<file path="config.mk">
export PLATFORM = sky130hd
export DESIGN_NAME = multi_signal_sync
export DESIGN_NICKNAME = d
export VERILOG_FILES = /design/src/rtl/multi_signal_sync.sv
export SDC_FILE = /design/constraint.sdc
export NUM_CORES = 1
export LEC_CHECK = 0
export CAP_MARGIN = 20
export CORE_UTILIZATION = 40
export DETAILED_ROUTE_END_ITERATION = 8
export PLACE_DENSITY = 0.71
export SYNTH_ARGS = -nofsm -noshare
export SYNTH_HDL_FRONTEND = slang
export SYNTH_SLANG_ARGS = --single-unit
</file>
<file path="constraint.sdc">
create_clock -name clk_b -period 0.8 [get_ports clk_b]
set_input_delay 0.12 -clock clk_b [delete_from_list [all_inputs] [get_ports clk_b]]
set_output_delay 0.12 -clock clk_b [all_outputs]
set_load 0.02 [all_outputs]
</file>
<file path="src/rtl/multi_signal_sync.sv">
// -----------------------------------------------------------------------------
// multi_signal_sync
//   Per-channel synchronizer for asynchronous level inputs. Each channel runs
//   through a SYNC_STAGES-deep flop chain and then a glitch filter, which
//   accepts a new level only after it has been stable for FILTER_CNT cycles.
//   An accepted level change that matches EDGE_MODE produces a one-cycle
//   registered pulse and sets a sticky event flag.
//
// Parameters
//   N_CH        number of independent channels (1..32)
//   SYNC_STAGES synchronizer depth (2..4)
//   FILTER_CNT  stable cycles needed to accept a level (1..255, 1 = no filter)
//   EDGE_MODE   0 = rising, 1 = falling, 2 = both
//   INIT_VAL    per-channel reset level
//
// Ports
//   clk_b       clock, all logic is in this domain
//   rst_b       synchronous active-high reset
//   sig_in      asynchronous level inputs
//   evt_clr     per-channel clear of evt_flag
//   sig_sync    synchronized, filtered level
//   pulse_sync  one-cycle pulse on a qualified level change
//   evt_flag    sticky event flag
// -----------------------------------------------------------------------------
module multi_signal_sync #(
  parameter int              N_CH        = 4,
  parameter int              SYNC_STAGES = 2,
  parameter int              FILTER_CNT  = 1,
  parameter int              EDGE_MODE   = 0,
  parameter logic [N_CH-1:0] INIT_VAL    = '0
) (
  input  logic            clk_b,
  input  logic            rst_b,
  input  logic [N_CH-1:0] sig_in,
  input  logic [N_CH-1:0] evt_clr,
  output logic [N_CH-1:0] sig_sync,
  output logic [N_CH-1:0] pulse_sync,
  output logic [N_CH-1:0] evt_flag
);

  localparam int             CNT_W    = $clog2(FILTER_CNT + 1);
  localparam logic [CNT_W-1:0] CNT_LAST = CNT_W'(FILTER_CNT - 1);

  // Whether a transition to new_lvl is a qualified edge.
  function automatic logic edge_ok(input logic new_lvl);
    if (EDGE_MODE == 0)      return new_lvl;
    else if (EDGE_MODE == 1) return !new_lvl;
    else                     return 1'b1;
  endfunction

  // ---- stage p0: synchronizer chain ----
  (* ASYNC_REG = "TRUE", keep = "true", preserve = "true" *)
  logic [N_CH-1:0] sync_p0 [SYNC_STAGES];
  logic [N_CH-1:0] s_p0;

  assign s_p0 = sync_p0[SYNC_STAGES-1];

  always_ff @(posedge clk_b) begin
    if (rst_b) begin
      for (int k = 0; k < SYNC_STAGES; k++) sync_p0[k] <= INIT_VAL;
    end else begin
      sync_p0[0] <= sig_in;
      for (int k = 1; k < SYNC_STAGES; k++) sync_p0[k] <= sync_p0[k-1];
    end
  end

  // ---- stage p1: glitch filter, pulse and sticky flag ----
  logic [N_CH-1:0]  lvl_p1;
  logic [CNT_W-1:0] cnt_p1 [N_CH];
  logic [N_CH-1:0]  pulse_p1;
  logic [N_CH-1:0]  flag_p1;
  logic [N_CH-1:0]  accept;
  logic [N_CH-1:0]  pulse_nxt;

  always_comb begin
    accept    = '0;
    pulse_nxt = '0;
    for (int i = 0; i < N_CH; i++) begin
      accept[i]    = (s_p0[i] != lvl_p1[i]) && (cnt_p1[i] == CNT_LAST);
      pulse_nxt[i] = accept[i] && edge_ok(s_p0[i]);
    end
  end

  always_ff @(posedge clk_b) begin
    if (rst_b) begin
      lvl_p1   <= INIT_VAL;
      pulse_p1 <= '0;
      flag_p1  <= '0;
      for (int i = 0; i < N_CH; i++) cnt_p1[i] <= '0;
    end else begin
      for (int i = 0; i < N_CH; i++) begin
        if (s_p0[i] == lvl_p1[i]) begin
          cnt_p1[i] <= '0;
        end else if (accept[i]) begin
          lvl_p1[i] <= s_p0[i];
          cnt_p1[i] <= '0;
        end else begin
          // Cannot overflow: at CNT_LAST with a differing level we accept.
          cnt_p1[i] <= cnt_p1[i] + CNT_W'(1);
        end
      end
      pulse_p1 <= pulse_nxt;
      // The flag rises together with the pulse, and a clear arriving while
      // the pulse is still visible on pulse_sync loses to it.
      flag_p1  <= pulse_nxt | pulse_p1 | (flag_p1 & ~evt_clr);
    end
  end

  assign sig_sync   = lvl_p1;
  assign pulse_sync = pulse_p1;
  assign evt_flag   = flag_p1;

endmodule

</file>
==> flow_summary.json <==
{
  "status": "finished with violations",
  "violations": "setup timing",
  "synth_cell_type_count": 15,
  "synth_area_sq_um": 809.5,
  "start_util_pct": 44.93,
  "synth_cells": 60,
  "path_clk_slew_ps": 120,
  "comb_power_share_pct": 10.2,
  "setup_viol": 18,
  "setup_ws_ps": -132.6,
  "cts_sinks": 24,
  "worst-setup-path-type": "reg -> out",
  "dieArea_sq_um": 2208,
  "report.final.slew_viol_count": 0,
  "drt_iter0_markers": 5,
  "areaGrowthSynthToFinish_pct": 51.62,
  "cp.arrival_ps": 810,
  "overflow": 0,
  "place_congestion": 0.5707,
  "fillers": 143,
  "ys_ff_latch": 24,
  "multiInputGateArea_sq_um": 296.5,
  "final_cell_mix": "buf_6, dfxtp_2, dfxtp_1",
  "timing.fmax_ghz": 1.072,
  "swShare_pct": 21.06,
  "cts_tree": "yes",
  "grt_pass1_wl_microns": 1966,
  "critPathSlowestCell": "dfxtp_2",
  "fp.dieW_microns": 46.99,
  "clock_path_buffers": 2,
  "hold_violations": 0,
  "drt-pass1-iter-count": 2,
  "synth_top_area_share_pct": 49.46,
  "synthTopCellsByArea": "dfxtp_1, edfxtp_1, nor4b_4, mux2i_1, and2b_1",
  "finalClockSkew_ps": 3.680,
  "clkPwrFrac_pct": 28.3,
  "htreeDepth": 1,
  "rsz0062_at_grt": "yes",
  "crit_fanout": 2,
  "antenna_found_initial": 0,
  "vias": 519,
  "p_int_uw": 1697,
  "yosys_warnings": 0,
  "regArea_sq_um": 534.3,
  "cp.required_ps": 680,
  "nets": 110,
  "endpoint_kind": "primary output",
  "grtUsageTotal_pct": 13.33,
  "dp_hpwl_microns": 943.6,
  "clock_latency_ps": 300,
  "viasPerCell": 4.185,
  "fin_crit_ps": 932.6,
  "crit_path_start_kind": "flip-flop",
  "finalCritPeriodShare_pct": 116.6,
  "p_per_area_nw_per_um2": 1752,
  "post_synth.cell_area_avg_sq_um": 13.49,
  "grt_pass1_vias": 492,
  "wl_per_cell_microns": 10.02,
  "ir_drop_mv": 1.081,
  "drive_gt1_share_pct": 42.42,
  "yosysSeqAreaShare_pct": 64.30,
  "setup_tns_ps": -1649,
  "port_buffers": 21,
  "layout_commonest_cell": "buf_6",
  "grt_max_degree": 14,
  "die_h_microns": 46.99,
  "leakage_uw": 0.0005358,
  "numCtsBuffers": 3,
  "postCtsHoldBufs": 0,
  "rows": 15,
  "core-area_sq_um": 1802,
  "p_switching_uw": 452.7,
  "worstPathCellList": "buf_4",
  "path_buf_inv": 1,
  "ios": 22,
  "wirelength_microns": 1243,
  "hold_class": "in -> reg",
  "root_buffer": "clkbuf_4",
  "synth_top_area_cell": "dfxtp_1",
  "seq_power_share_pct": 61.6,
  "slowest_delay_ps": 370,
  "diodes": 0,
  "cp_top_family": "flip-flops",
  "drv_cap": 0,
  "total_power_uw": 2150,
  "postRouteAntennaNets": 0,
  "drc": 0
}
timing repair:
action	CTS	global route
buffers inserted	1	0
endpoints found under the setup margin	21	28
pin swaps	2	4
gates resized for setup	83	2
synth_stat cells, drive strengths merged:
| cell | instances |
|---|---|
| and2b | 4 |
| nor2 | 4 |
| mux2i | 4 |
| edfxtp | 4 |
| nor2b | 4 |
| dfxtp | 20 |
| conb | 2 |
| inv | 4 |
| o21bai | 4 |
| buf | 2 |
| nor4b | 4 |
| a21oi | 4 |
worst paths after layout:
path | from | to | slack (ps) | depth (start not counted)
min | rst_b | pulse_sync[2] | 150 | 3
max reg2reg | cnt_p1[2] | evt_flag[2] | -130 | 2
max | sig_sync[2] | sig_sync[2] | -130 | 1
min reg2reg | sync_p0[0][2] | sync_p0[0][6] | 450 | 1
area by class of cell:
class | instances | area share, %
Tap cell | 25 | 2.548
Timing Repair Buffer | 31 | 25.59
Sequential cell | 24 | 43.53
Clock buffer | 4 | 2.956
Multi-Input combinational cell | 36 | 24.16
Inverter | 4 | 1.223
per-layer routing:
| metal | global-route usage (%) | share of wire [%] | vias up |
|---|---|---|---|
| met5 | 0 | 0 | - |
| met4 | 5.143 | 0.80 | 0 |
| met1 | 12.44 | 39 | 232 |
| li1 | - | - | 267 |
| met3 | 3.462 | 5.7 | 2 |
| met2 | 26.94 | 55 | 18 |
logic make-up (layout without fill, tap and decap cells):
kind of cell	count (synthesis)	after routing	synth area share, %
buffers and inverters	6	39	3.863
muxes	4	4	4.946
AOI/OAI and AO/OA	8	8	6.646
DFF	24	24	64.30
other	2	8	0.9277
and+or+nand+nor	16	16	19.32
state kept, by name (all words and copies together) (netlist names):
name / cells
cnt_p1: 4
pulse_sync: 4
sync_p0: 8
evt_flag: 4
sig_sync: 4
power groups by stage:
stage / logic [uW] / registers (uW) / clock network (uW)
floorplan: 73.8 / 1360 / 0
finish: 218 / 1320 / 607
global route: 236 / 1330 / 676
CTS: 219 / 1320 / 622
detailed placement: 207 / 1340 / 0
global placement: 203 / 1340 / 0
metrics by stage:
stage | std cells | hold slack, ps | setup WS [ps] | cell area (sq um) | utilization [%]
2_1_floorplan | 66 | 196.9 | -29.00 | 837.1 | -
6_report | 124 | 146.0 | -132.6 | 1227 | 68.13
3_5_place_dp | 119 | 422.0 | -467.1 | 1130 | 62.71
4_1_cts | 124 | 379.1 | -158.5 | 1221 | 67.78
5_1_grt | 124 | 171.4 | -197.8 | 1227 | 68.13
3_3_place_gp | 119 | 417.6 | -402.4 | 1130 | 62.71
No activity file was read; power rests on OpenSTA's default activity.
